**config.mk**
```make
export PLATFORM = sky130hd
export DESIGN_NAME = videomem_arbiter_flat
export DESIGN_NICKNAME = d
export VERILOG_FILES = /design/src/rtl/videomem_arbiter_if.sv /design/src/rtl/videomem_arbiter.sv /design/src/flat_wrapper.sv
export SDC_FILE = /design/constraint.sdc
export NUM_CORES = 1
export LEC_CHECK = 0
export CORE_MARGIN = 3
export CORE_UTILIZATION = 27
export CTS_CLUSTER_SIZE = 40
export DETAILED_ROUTE_END_ITERATION = 8
export PLACE_DENSITY = 0.79
export SYNTH_ARGS = -nofsm -noshare
export SYNTH_HDL_FRONTEND = slang
export SYNTH_SLANG_ARGS = --single-unit
```
**constraint.sdc**
```tcl
create_clock -name mem_clock -period 1.25 [get_ports mem_clock]
set_clock_uncertainty 0.05 [all_clocks]
set_input_delay 0.1875 -clock mem_clock [delete_from_list [all_inputs] [get_ports mem_clock]]
set_output_delay 0.1875 -clock mem_clock [all_outputs]
set_load 0.1 [all_outputs]
```
**src/rtl/videomem_arbiter_if.sv**
```systemverilog
// videomem_arbiter_if -- client, controller and status signals of the video
// memory arbiter, bundled so the arbiter and its environment share one view.
//   master : the arbiter side (drives acks, beat strobes and the controller request)
//   slave  : the environment side (reader, writer and memory controller)
interface videomem_arbiter_if #(
    parameter int ADDR_W = 25
);
    // display reader
    logic              rd_request;
    logic [ADDR_W-1:0] rd_addr;
    logic              rd_req_ack;
    logic [31:0]       rd_data;
    logic              rd_data_valid;

    // writer
    logic              wr_request;
    logic [ADDR_W-1:0] wr_addr;
    logic [31:0]       wr_data;
    logic              wr_req_ack;
    logic              give_next_data;

    // memory controller request side
    logic              mc_request;
    logic [ADDR_W-1:0] mc_addr;
    logic              mc_write;
    logic [31:0]       mc_wdata;

    // memory controller response side
    logic              mc_req_ack;
    logic              mc_give_next_data;
    logic [31:0]       mc_rdata;
    logic              mc_rdata_valid;

    // status
    logic [1:0]        owner;
    logic              busy;

    modport master (
        input  rd_request, rd_addr,
        input  wr_request, wr_addr, wr_data,
        input  mc_req_ack, mc_give_next_data, mc_rdata, mc_rdata_valid,
        output rd_req_ack, rd_data, rd_data_valid,
        output wr_req_ack, give_next_data,
        output mc_request, mc_addr, mc_write, mc_wdata,
        output owner, busy
    );

    modport slave (
        output rd_request, rd_addr,
        output wr_request, wr_addr, wr_data,
        output mc_req_ack, mc_give_next_data, mc_rdata, mc_rdata_valid,
        input  rd_req_ack, rd_data, rd_data_valid,
        input  wr_req_ack, give_next_data,
        input  mc_request, mc_addr, mc_write, mc_wdata,
        input  owner, busy
    );
endinterface

```
**src/rtl/videomem_arbiter.sv**
```systemverilog
// videomem_arbiter -- shares one memory-controller port between a display
// reader and a writer, one fixed-length burst at a time.
//
// Optional feature: define VIDEOMEM_ARB_RR_EN to make contention round-robin
// (winner is the opposite of the previous winner). Without it the reader
// always wins contention.
//
// state    | meaning
// ---------+--------------------------------------------------------------
// ST_IDLE  | no grant; arbitrates when mem_ready is high
// ST_REQ   | mc_request held high for the winner until mc_req_ack
// ST_BURST | beats forwarded to/from the owner until BURST_LEN beats seen
//
// BURST_LEN must be a power of two in 2..16 so the beat counter wraps
// naturally at the terminal count.
module videomem_arbiter #(
    parameter int BURST_LEN = 4,
    parameter int ADDR_W    = 25
) (
    input  logic                mem_clock,
    input  logic                reset_n,
    input  logic                mem_ready,
    videomem_arbiter_if.master  bus
);

    localparam int CNT_W = (BURST_LEN > 2) ? $clog2(BURST_LEN) : 1;
    localparam logic [CNT_W-1:0] LAST_BEAT = CNT_W'(BURST_LEN - 1);

    localparam logic [1:0] OWN_NONE = 2'b00;
    localparam logic [1:0] OWN_RD   = 2'b01;
    localparam logic [1:0] OWN_WR   = 2'b10;

    typedef enum logic [1:0] {
        ST_IDLE  = 2'd0,
        ST_REQ   = 2'd1,
        ST_BURST = 2'd2
    } state_t;

    state_t            state_q, state_d;
    logic              mc_request_q, mc_request_d;
    logic [ADDR_W-1:0] mc_addr_q, mc_addr_d;
    logic              mc_write_q, mc_write_d;
    logic [1:0]        owner_q, owner_d;
    logic              busy_q, busy_d;
    logic [CNT_W-1:0]  beat_cnt_q, beat_cnt_d;
    logic              last_wr_q, last_wr_d;

    logic              any_req;
    logic              rd_favoured;
    logic              rd_wins;
    logic              in_req;
    logic              in_burst;
    logic              owner_rd;
    logic              owner_wr;
    logic              beat;

    assign in_req   = (state_q == ST_REQ);
    assign in_burst = (state_q == ST_BURST);
    assign owner_rd = (owner_q == OWN_RD);
    assign owner_wr = (owner_q == OWN_WR);

    // Contention policy: who wins when both clients request in the same cycle.
    always_comb begin
        rd_favoured = 1'b1;
`ifdef VIDEOMEM_ARB_RR_EN
        rd_favoured = last_wr_q;
`else
        rd_favoured = 1'b1;
`endif
        any_req = bus.rd_request | bus.wr_request;
        rd_wins = bus.rd_request & (~bus.wr_request | rd_favoured);
    end

    // A beat is the owner's strobe during BURST; strobes for the other client
    // or outside BURST are neither counted nor forwarded.
    always_comb begin
        beat = 1'b0;
        if (in_burst && mem_ready) begin
            if (owner_rd) begin
                beat = bus.mc_rdata_valid;
            end else if (owner_wr) begin
                beat = bus.mc_give_next_data;
            end
        end
    end

    // Next-state and registered-output computation for the arbitration FSM.
    always_comb begin
        state_d      = state_q;
        mc_request_d = mc_request_q;
        mc_addr_d    = mc_addr_q;
        mc_write_d   = mc_write_q;
        owner_d      = owner_q;
        busy_d       = busy_q;
        beat_cnt_d   = beat_cnt_q;
        last_wr_d    = last_wr_q;

        if (!mem_ready) begin
            // controller not usable: abandon whatever was in flight
            state_d      = ST_IDLE;
            mc_request_d = 1'b0;
            owner_d      = OWN_NONE;
            busy_d       = 1'b0;
            beat_cnt_d   = '0;
        end else begin
            case (state_q)
                ST_IDLE: begin
                    if (any_req) begin
                        state_d      = ST_REQ;
                        mc_request_d = 1'b1;
                        busy_d       = 1'b1;
                        beat_cnt_d   = '0;
                        if (rd_wins) begin
                            mc_addr_d  = bus.rd_addr;
                            mc_write_d = 1'b0;
                            owner_d    = OWN_RD;
                            last_wr_d  = 1'b0;
                        end else begin
                            mc_addr_d  = bus.wr_addr;
                            mc_write_d = 1'b1;
                            owner_d    = OWN_WR;
                            last_wr_d  = 1'b1;
                        end
                    end
                end

                ST_REQ: begin
                    // the client may have dropped its request; once issued,
                    // the controller request stays up until acknowledged
                    if (bus.mc_req_ack) begin
                        state_d      = ST_BURST;
                        mc_request_d = 1'b0;
                    end
                end

                ST_BURST: begin
                    if (beat) begin
                        if (beat_cnt_q == LAST_BEAT) begin
                            state_d    = ST_IDLE;
                            owner_d    = OWN_NONE;
                            busy_d     = 1'b0;
                            beat_cnt_d = '0;
                        end else begin
                            beat_cnt_d = beat_cnt_q + CNT_W'(1);
                        end
                    end
                end

                default: begin
                    state_d      = ST_IDLE;
                    mc_request_d = 1'b0;
                    owner_d      = OWN_NONE;
                    busy_d       = 1'b0;
                    beat_cnt_d   = '0;
                end
            endcase
        end
    end

    // State and registered outputs; the first contest after reset goes to the reader.
    always_ff @(posedge mem_clock or negedge reset_n) begin
        if (!reset_n) begin
            state_q      <= ST_IDLE;
            mc_request_q <= 1'b0;
            mc_addr_q    <= '0;
            mc_write_q   <= 1'b0;
            owner_q      <= OWN_NONE;
            busy_q       <= 1'b0;
            beat_cnt_q   <= '0;
            last_wr_q    <= 1'b1;
        end else begin
            state_q      <= state_d;
            mc_request_q <= mc_request_d;
            mc_addr_q    <= mc_addr_d;
            mc_write_q   <= mc_write_d;
            owner_q      <= owner_d;
            busy_q       <= busy_d;
            beat_cnt_q   <= beat_cnt_d;
            last_wr_q    <= last_wr_d;
        end
    end

    // Request acks and beat strobes pass straight through in the cycle they arrive.
    always_comb begin
        bus.rd_req_ack     = in_req & mem_ready & bus.mc_req_ack & owner_rd;
        bus.wr_req_ack     = in_req & mem_ready & bus.mc_req_ack & owner_wr;
        bus.rd_data_valid  = beat & owner_rd;
        bus.give_next_data = beat & owner_wr;
        bus.rd_data        = owner_rd ? bus.mc_rdata : 32'h0;
        bus.mc_wdata       = bus.wr_data;
    end

    // Registered status and controller-request outputs.
    always_comb begin
        bus.mc_request = mc_request_q;
        bus.mc_addr    = mc_addr_q;
        bus.mc_write   = mc_write_q;
        bus.owner      = owner_q;
        bus.busy       = busy_q;
    end

endmodule

```
**src/flat_wrapper.sv**
```systemverilog
// flat-port wrapper written by rule: the top's interface ports become plain ports
module videomem_arbiter_flat 
#(
    parameter int BURST_LEN = 4,
    parameter int ADDR_W    = 25
)
  (mem_clock, reset_n, mem_ready, bus_rd_request, bus_rd_addr, bus_wr_request, bus_wr_addr, bus_wr_data, bus_mc_req_ack, bus_mc_give_next_data, bus_mc_rdata, bus_mc_rdata_valid, bus_rd_req_ack, bus_rd_data, bus_rd_data_valid, bus_wr_req_ack, bus_give_next_data, bus_mc_request, bus_mc_addr, bus_mc_write, bus_mc_wdata, bus_owner, bus_busy);
  videomem_arbiter_if #(.ADDR_W(ADDR_W)) bus_i ();
  input  logic mem_clock;
  input  logic reset_n;
  input  logic mem_ready;
  input wire logic [$bits(bus_i.rd_request)-1:0] bus_rd_request;
  input wire logic [$bits(bus_i.rd_addr)-1:0] bus_rd_addr;
  input wire logic [$bits(bus_i.wr_request)-1:0] bus_wr_request;
  input wire logic [$bits(bus_i.wr_addr)-1:0] bus_wr_addr;
  input wire logic [$bits(bus_i.wr_data)-1:0] bus_wr_data;
  input wire logic [$bits(bus_i.mc_req_ack)-1:0] bus_mc_req_ack;
  input wire logic [$bits(bus_i.mc_give_next_data)-1:0] bus_mc_give_next_data;
  input wire logic [$bits(bus_i.mc_rdata)-1:0] bus_mc_rdata;
  input wire logic [$bits(bus_i.mc_rdata_valid)-1:0] bus_mc_rdata_valid;
  output wire logic [$bits(bus_i.rd_req_ack)-1:0] bus_rd_req_ack;
  output wire logic [$bits(bus_i.rd_data)-1:0] bus_rd_data;
  output wire logic [$bits(bus_i.rd_data_valid)-1:0] bus_rd_data_valid;
  output wire logic [$bits(bus_i.wr_req_ack)-1:0] bus_wr_req_ack;
  output wire logic [$bits(bus_i.give_next_data)-1:0] bus_give_next_data;
  output wire logic [$bits(bus_i.mc_request)-1:0] bus_mc_request;
  output wire logic [$bits(bus_i.mc_addr)-1:0] bus_mc_addr;
  output wire logic [$bits(bus_i.mc_write)-1:0] bus_mc_write;
  output wire logic [$bits(bus_i.mc_wdata)-1:0] bus_mc_wdata;
  output wire logic [$bits(bus_i.owner)-1:0] bus_owner;
  output wire logic [$bits(bus_i.busy)-1:0] bus_busy;
  assign bus_i.rd_request = bus_rd_request;
  assign bus_i.rd_addr = bus_rd_addr;
  assign bus_i.wr_request = bus_wr_request;
  assign bus_i.wr_addr = bus_wr_addr;
  assign bus_i.wr_data = bus_wr_data;
  assign bus_i.mc_req_ack = bus_mc_req_ack;
  assign bus_i.mc_give_next_data = bus_mc_give_next_data;
  assign bus_i.mc_rdata = bus_mc_rdata;
  assign bus_i.mc_rdata_valid = bus_mc_rdata_valid;
  assign bus_rd_req_ack = bus_i.rd_req_ack;
  assign bus_rd_data = bus_i.rd_data;
  assign bus_rd_data_valid = bus_i.rd_data_valid;
  assign bus_wr_req_ack = bus_i.wr_req_ack;
  assign bus_give_next_data = bus_i.give_next_data;
  assign bus_mc_request = bus_i.mc_request;
  assign bus_mc_addr = bus_i.mc_addr;
  assign bus_mc_write = bus_i.mc_write;
  assign bus_mc_wdata = bus_i.mc_wdata;
  assign bus_owner = bus_i.owner;
  assign bus_busy = bus_i.busy;
  videomem_arbiter #(.BURST_LEN(BURST_LEN), .ADDR_W(ADDR_W)) u_core (.mem_clock(mem_clock), .reset_n(reset_n), .mem_ready(mem_ready), .bus(bus_i));
endmodule
```
Word-level counts from Yosys, hierarchy flattened. Cells that the tools add are included.

Output and inout bits: 98. Bits of input ports: 122. Register bits: 34. Logic and storage cells: 62.

Reduce and logical (&&, ||, !) cells: 7. Bitwise operators: 7. Muxes and demuxes: 29. Add/subtract/negate cells: 1. Eq/ne operators: 11.

Operators with widths (number): 2-to-1 mux 32 bit (1); 2-to-1 mux 25 bit (1); 2-to-1 mux 2 bit (12); one-hot mux 2 bit (3 select lines) (3); 2-to-1 mux 1 bit (10); inequality test 3 bit, second input constant (3); AND reduction 3 bit (3); AND reduction 4 bit (2); bitwise AND 1 bit (6); equality test 2 bit, second input constant (3); one-hot mux 1 bit (3 select lines) (2); equality test 2 x 1 -> 1 bit, second input constant (2); inequality test 2 bit, second input constant (2); inequality test 3 x 2 -> 1 bit, second input constant (1); adder 2 x 1 -> 2 bit, second input constant (1); logical NOT 2 bit (1); logical AND 1 bit (1); OR 1 bit (1).

Depth between registers and ports, before layout. Gate-level depths: netlist of the first run.

Depth in word-level cells: 7. Mapped depth: 6. Depth with buffers taken out: 4.

Worst setup path before layout of the first run. No wires, ideal clock.

Path type: register to output. From: reg u_core.owner_q[0], in the netlist u_core.bus.owner[0]. To: out bus_give_next_data. Path slack: -1.901 ns. Arrival time: 2.913 ns. Data required time: 1.013 ns. Buffers on the path: 0. Cell stages (with the launch flop): 5. Path through: dfrtp_1 -> nor2b_2 -> o2bb2ai_2 -> nand3_1 -> nor2_1.

Word-level cells in the longest chain between the ends: 5. Elaborated cells on any way between the ends: 6. Classes of those cells: 2 x eq/ne; 3 x mux; 1 x bitwise.

RTL lines: from (decl) (RTL line videomem_arbiter.sv:43) `logic [1:0] owner_q, owner_d;`; from (signal assigned) (RTL line videomem_arbiter.sv:176) `owner_q <= owner_d;`; equality test 2 bit (RTL line videomem_arbiter.sv:60) `assign owner_wr = (owner_q == OWN_WR);`; 2-to-1 mux 1 bit (RTL line videomem_arbiter.sv:81) `end else if (owner_wr) begin`; 2-to-1 mux 1 bit (RTL line videomem_arbiter.sv:79) `if (owner_rd) begin`; 2-to-1 mux 1 bit (RTL line videomem_arbiter.sv:78) `if (in_burst && mem_ready) begin`; bitwise AND 1 bit (*) (RTL line videomem_arbiter.sv:188) `bus.give_next_data = beat & owner_wr;`; to (decl) (RTL line flat_wrapper.sv:25) `output wire logic [$bits(bus_i.give_next_data)-1:0] bus_give_next_data;`.

Mark *: on every way between the ends. The rest lies on a longest branch, timed or not.

Worst setup path after layout of the first run.
From: reg u_core.owner_q[1], in the netlist u_core.bus.owner[1]. To: out bus_rd_data_valid.

Word-level cells in the longest chain between the ends: 5. Elaborated cells on any way between the ends: 6. Classes of those cells: 2 x eq/ne; 3 x mux; 1 x bitwise.

RTL lines: equality test 2 bit (RTL line videomem_arbiter.sv:60); 2-to-1 mux 1 bit (RTL line videomem_arbiter.sv:81); 2-to-1 mux 1 bit (RTL line videomem_arbiter.sv:79); 2-to-1 mux 1 bit (RTL line videomem_arbiter.sv:78); bitwise AND 1 bit (*) (RTL line videomem_arbiter.sv:187) `bus.rd_data_valid = beat & owner_rd;`; to (decl) (RTL line flat_wrapper.sv:23) `output wire logic [$bits(bus_i.rd_data_valid)-1:0] bus_rd_data_valid;`.

Marks and branches as above.

==> results of run 1 <==
-- metal layers --
layer	GRT usage, %	vias to the layer above	wire length [um]
li1	-	1077	-
met1	19.2	1066	2790
met2	33.4	93	4710
met3	5.45	14	684
met4	4.74	0	123
met5	0	-	0
-- Yosys cell counts, types with 2 or more instances --
library cell / number
nand3_1: 4
nand2_1: 4
or2_2: 2
and2_2: 2
clkbuf_1: 3
buf_2: 4
mux2i_1: 26
and2_1: 30
nor2_1: 33
a21oi_1: 28
nor2b_1: 2
buf_6: 3
inv_1: 4
dfrtp_1: 34
buf_4: 34
-- sequential cells by signal, summed over array words and instances (netlist names) --
| name | flops |
|---|---|
| u_core.bus.mc_addr | 25 |
| u_core.beat_cnt_q | 2 |
| u_core.bus.mc_request | 1 |
| u_core.state_q | 2 |
| u_core.bus.mc_write | 1 |
| u_core.bus.owner | 2 |
| u_core.bus.busy | 1 |
-- worst paths after layout --
path                                           from                     end  slack [ns]
worst max-delay path            u_core.bus.owner[1]       bus_rd_data_valid       -0.56
worst min-delay path                        reset_n  u_core.bus.mc_addr[17]        0.22
worst max register to register    u_core.state_q[0]  u_core.bus.mc_addr[11]       -0.40
worst min register to register  u_core.bus.mc_write     u_core.bus.mc_write        0.52
max in group asynchronous                   reset_n     u_core.bus.owner[1]        0.72
min in group mem_clock               bus_rd_request       u_core.state_q[0]        0.26
-- layout make-up --
| cell class | instances | area [um2] |
|---|---|---|
| fill | 553 | 2520 |
| multi-input combinational | 153 | 1390 |
| tap | 102 | 128 |
| sequential | 34 | 861 |
| clock buffer | 7 | 86.3 |
| timing repair buffer | 198 | 2770 |
| clock inverter | 1 | 5.00 |
| inverter | 4 | 15.0 |
-- metrics by stage --
| step | utilization (%) | hold WS, ns | setup slack [ns] |
|---|---|---|---|
| after global placement | 58.6 | 0.326 | -0.482 |
| after detailed placement | 58.6 | 0.326 | -0.480 |
| after global routing | 67.6 | 0.232 | -0.604 |
| final | 67.6 | 0.222 | -0.556 |
| after CTS | 67.0 | 0.222 | -0.558 |
| after floorplan | - | -0.158 | -0.672 |
-- worst max-delay path: cells and delay by family (launching register included) --
family,cells,cell delay (ns)
AO/OA/AOI/OAI,1,0.15
buffers and inverters,1,0.18
flip-flops,1,0.49
AND/OR/NAND/NOR,3,0.47
-- power by group through the flow --
stage	clock network, mW	registers, mW	logic [mW]
CTS	0.856	1.60	4.73
global route	0.913	1.65	4.90
detailed placement	0	1.59	4.31
floorplan	0	3.01	1.51
finish	0.835	1.62	4.76
global placement	0	1.57	4.26
-- timing repair --
action	in CTS	in global routing
endpoints found under the setup margin	70	71
setup buffers	15	6
gates cloned	6	0
gates resized for setup	71	30
pin swaps	5	10
-- cells by family (layout without fill, tap and decap cells) --
| group | after synthesis | count (layout) | share of synthesized area, % |
|---|---|---|---|
| adders and majority gates | 1 | 1 | 0.579 |
| muxes | 26 | 26 | 12.0 |
| buffers and inverters | 48 | 210 | 15.5 |
| AOI/OAI and AO/OA | 40 | 40 | 11.1 |
| and+or+nand+nor | 86 | 86 | 21.4 |
| DFF | 34 | 34 | 39.4 |
==> results.cfg, run 1 <==
[clock_network]
hold_buffers = 0
cts_made_buffers = 5
tritoncts = built
htree_num_levels = 2
clk_path_buf_depth = 2
clk_pin_slew_ns = 0.07
cts.sinks = 34
clk-insertion-delay-late_ns = 0.27
clockRootBuffer = clkbuf_8

[timing]
fin_setup_tns_ns = -28.87
max_slew_margin_pct = 77.1
period_needed_ns = 1.81
fmax_mhz = 554
worst_slack_ns = -0.556
tightest_slew_ns = 0.343
setup-violations-final = 70
fin_crit_sh_pct = 144
finalMaxSlewViolations = 0
hold_violations = 0
rsz0062_at_grt = yes

[critical_path]
critPathMaxStageDelay_ns = 0.49
critPathMaxFanout = 3
critical-path-slowest-cell = dfrtp_4
crit_chain = nor2b_4, o2bb2ai_4, nand3_4, nor2_4, buf_12
critical_path_arrival_ns = 1.57
r2r_cells = 9
crit_path_start_kind = flop
end_kind = output pin
path_class = flop to output pin
crit_required_ns = 1.01

[status]
status = complete, but fails checks
violations = negative setup slack

[logic_synthesis]
synth_area_um2 = 2160
postSynth.topFlopCell = dfrtp_1
synth.distinct_cells = 37
synth_edf_count = 0
yosysTopAreaCellShare_pct = 39.4
async_reset_ff_share_pct = 100
synth.avg_cell_area_um2 = 9.20
seq_area_frac_synth_pct = 39.4
yosysTopAreaCell = dfrtp_1
synth_area_leaders = dfrtp_1 (39%), mux2i_1 (12%), buf_4 (12%)
syn_inst = 235
syn-num-nets = 358
synth-seq-cells = 34
ys.warnings.count = 0

[die]
io_pins = 220
fp.dieH_um = 95.5
initial_utilization_pct = 27.8
dieArea_um2 = 9120
fp.dieW_um = 95.5
core-area_um2 = 7770
fp-row-count = 32

[power_and_ir_drop]
swShare_pct = 48.6
clkPwrFrac_pct = 11.6
p_int_mw = 3.70
power_per_cell_area_nw_per_um2 = 1370
pwr-share-comb_pct = 66.0
p_seq_share_pct = 22.4
total_power_mw = 7.21
leakagePower_nw = 2.20
p_switching_mw = 3.50
ir_worst_vdd_mv = 0.904

[routing]
vias = 2250
drt-initial-drc-count = 29
final_antenna_net_count = 0
viasPerCell = 4.51
wirelength_um = 8310
first_pass_iters = 4
wl_per_cell_um = 16.7
drc = 0

[place]
place_inst = 471
port_buffers = 155
placed_area_um2 = 4550
gp_congestion = 0.788
hpwlAfterDp_um = 5990

[finish]
fin_cells = 499
fin_area_um2 = 5250
layout_common_cells = clkdlybuf4s50_1 (88), buf_12 (74), and2_4 (30), dfrtp_1 (30), mux2i_1 (26)
layout-drive-gt1-share_pct = 55.4
antenna_cells = 0
final_nets = 519
final_common_cell = clkdlybuf4s50_1
area_growth_pct = 143

[run]
drv_cap = 0

[global_route]
antenna_found_initial = 0
grt_pass1_vias = 2454
grt_usage_pct = 17.8
grt_max_degree = 35
overflow = 0
grt_first_pass_wirelength_um = 12600

[worst_hold_path]
hold_class = primary input to asynchronous set/reset pin
No activity file was read; power rests on OpenSTA's default activity.
==> run 2, diff against run 1 <==
CORE_ASPECT_RATIO = 0.7   (was default)
RECOVER_POWER = 50   (was default)
==> run 2 against run 1 <==
  * The run still ends with negative setup slack left
  * First-iteration DRC count up 62%
  * Sequential power up 3%
  * Critical path depth unchanged
  * Sequential share of layout area down 0.21 points
  * Global-route usage down 0.33 points
  * Maximum frequency up 0.29%
  * Sequential cell count unchanged
  * Worst setup slack better by 0.0053 ns
  * Critical path type unchanged
  * Highest routed layer unchanged
==> results.cfg, run 2 (synthesized netlist as in run 1, its figures left out) <==
[status]
status = complete, but fails checks
violations = negative setup slack

[finish]
fin_area_um2 = 5320
largest_reg_flops = 25
area_growth_pct = 146
layout_common_cells = clkdlybuf4s50_1 (87), buf_12 (69), and2_4 (31)
final_common_cell = clkdlybuf4s50_1
final_nets = 517
antenna_cells = 0
fillers = 543
layout-drive-gt1-share_pct = 55.9
fin_cells = 493

[die]
core-area_um2 = 7550
fp.dieW_um = 113
dieArea_um2 = 9130
fp-row-count = 26
io_pins = 220
fp.dieH_um = 80.9
initial_utilization_pct = 28.6

[clock_network]
clk-insertion-delay-late_ns = 0.27
clk_path_buf_depth = 2
cts_made_buffers = 5
cts.sinks = 34
clockRootBuffer = clkbuf_16
tritoncts = built
htree_num_levels = 2
clk_pin_slew_ns = 0.05

[critical_path]
critPathBufInv = 1
crit_required_ns = 1.01
critPathMaxStageDelay_ns = 0.49
crit_family = flip-flops
crit_chain = nor2b_4, o2bb2ai_4, nand3_4, nor2_4, buf_12
critical_path_arrival_ns = 1.56
rrSetupSlack_ns = -0.38
critical-path-slowest-cell = dfrtp_4
crit_path_start_kind = flop
path_class = flop to output pin
end_kind = output pin
critPathMaxFanout = 4

[power_and_ir_drop]
p_int_mw = 4.08
p_seq_share_pct = 21.7
pwr-share-comb_pct = 62.4
ir_worst_vdd_mv = 1.16
clkPwrFrac_pct = 15.9
p_switching_mw = 3.59
power_per_cell_area_nw_per_um2 = 1440
swShare_pct = 46.8
total_power_mw = 7.67
leakagePower_nw = 2.22

[global_route]
grt_first_pass_wirelength_um = 12600
overflow = 0
grt_pass1_vias = 2427
grt_usage_pct = 17.5
antenna_found_initial = 0
grt_max_degree = 27

[worst_hold_path]
hold_class = primary input to flop

[place]
port_buffers = 155
gp_congestion = 0.717
hpwlAfterDp_um = 6070
place_ws_ns = -0.461
place_inst = 464
placed_area_um2 = 4510

[timing]
fin_crit_sh_pct = 144
worst_slack_ns = -0.551
tightest_slew_ns = 0.426
fin_setup_tns_ns = -26.01
finalMaxSlewViolations = 0
fmax_mhz = 555
max_slew_margin_pct = 71.6
setup-violations-final = 70
hold_violations = 0
period_needed_ns = 1.80
rsz0062_at_grt = yes

[routing]
first_pass_iters = 4
drt-initial-drc-count = 47
wirelength_um = 8440
viasPerCell = 4.64
drc = 0
vias = 2288
final_antenna_net_count = 0
wl_per_cell_um = 17.1

[run]
drv_cap = 0
## run 2: cell count changes in the layout (fill, tap and decap cells not counted), sizes merged
cell and change:
buf -5, clkbuf +3, clkdlybuf4s50 -1, dlygate4sd3 +1
## run 2: area by class of cell
| class | instances | area (um2) | share of cell area, % |
|---|---|---|---|
| repair buffers | 196 | 2730 | 51.4 |
| multi-input cells | 153 | 1440 | 27.0 |
| flip-flops and latches | 34 | 861 | 16.2 |
| clock buffers | 7 | 143 | 2.68 |
| well taps | 98 | 123 | 2.31 |
| inverters | 4 | 15.0 | 0.282 |
| clock inverters | 1 | 5.00 | 0.0942 |
## run 2: final timing paths
check	from	to	cells after the start
worst max-delay path	u_core.bus.owner[1]	bus_give_next_data	5
worst max register to register	u_core.bus.owner[1]	u_core.bus.busy	6
min in group asynchronous	reset_n	u_core.bus.mc_addr[20]	2
max in group asynchronous	reset_n	u_core.bus.mc_addr[8]	3
worst min-delay path	bus_rd_request	u_core.state_q[0]	4
worst min register to register	u_core.beat_cnt_q[0]	u_core.beat_cnt_q[0]	2
## run 2: metrics by stage
step | hold slack, ns | utilization [%]
floorplan | -0.158 | -
global placement | 0.0801 | 59.7
detailed placement | 0.0913 | 59.7
CTS | 0.295 | 67.8
global route | 0.325 | 70.4
finish | 0.305 | 70.4
## run 2: worst reg2reg max path, delay by kind of cell (launching register included)
family / cells / cell delay, ns
AO/OA/AOI/OAI: 2 / 0.20
flip-flops: 1 / 0.49
buffers and inverters: 2 / 0.23
AND/OR/NAND/NOR: 2 / 0.53
## run 2: what timing repair did
action / CTS / global route
hold buffers: 1 / 0
pin swaps: 5 / 1
hold endpoints to repair: 15 / 0
endpoints found under the setup margin: 70 / 71
buffers inserted: 7 / 7
cloned: 6 / 1
gates resized for setup: 70 / 35
## run 2: routing by layer
layer | part of all wire, % | global-route usage, % | vias to the layer above
met3 | 6.5 | 4.84 | 10
met2 | 53 | 31.1 | 83
met4 | 0.63 | 2.88 | 0
met5 | 0 | 0 | -
li1 | - | - | 1077
met1 | 40 | 21.6 | 1118
## run 2: power by group through the flow
stage,clock [mW],sequential [mW],combinational (mW)
global placement,0,1.57,4.23
finish,1.22,1.67,4.78
detailed placement,0,1.58,4.28
floorplan,0,3.01,1.51
global route,1.32,1.70,4.93
CTS,1.24,1.63,4.64
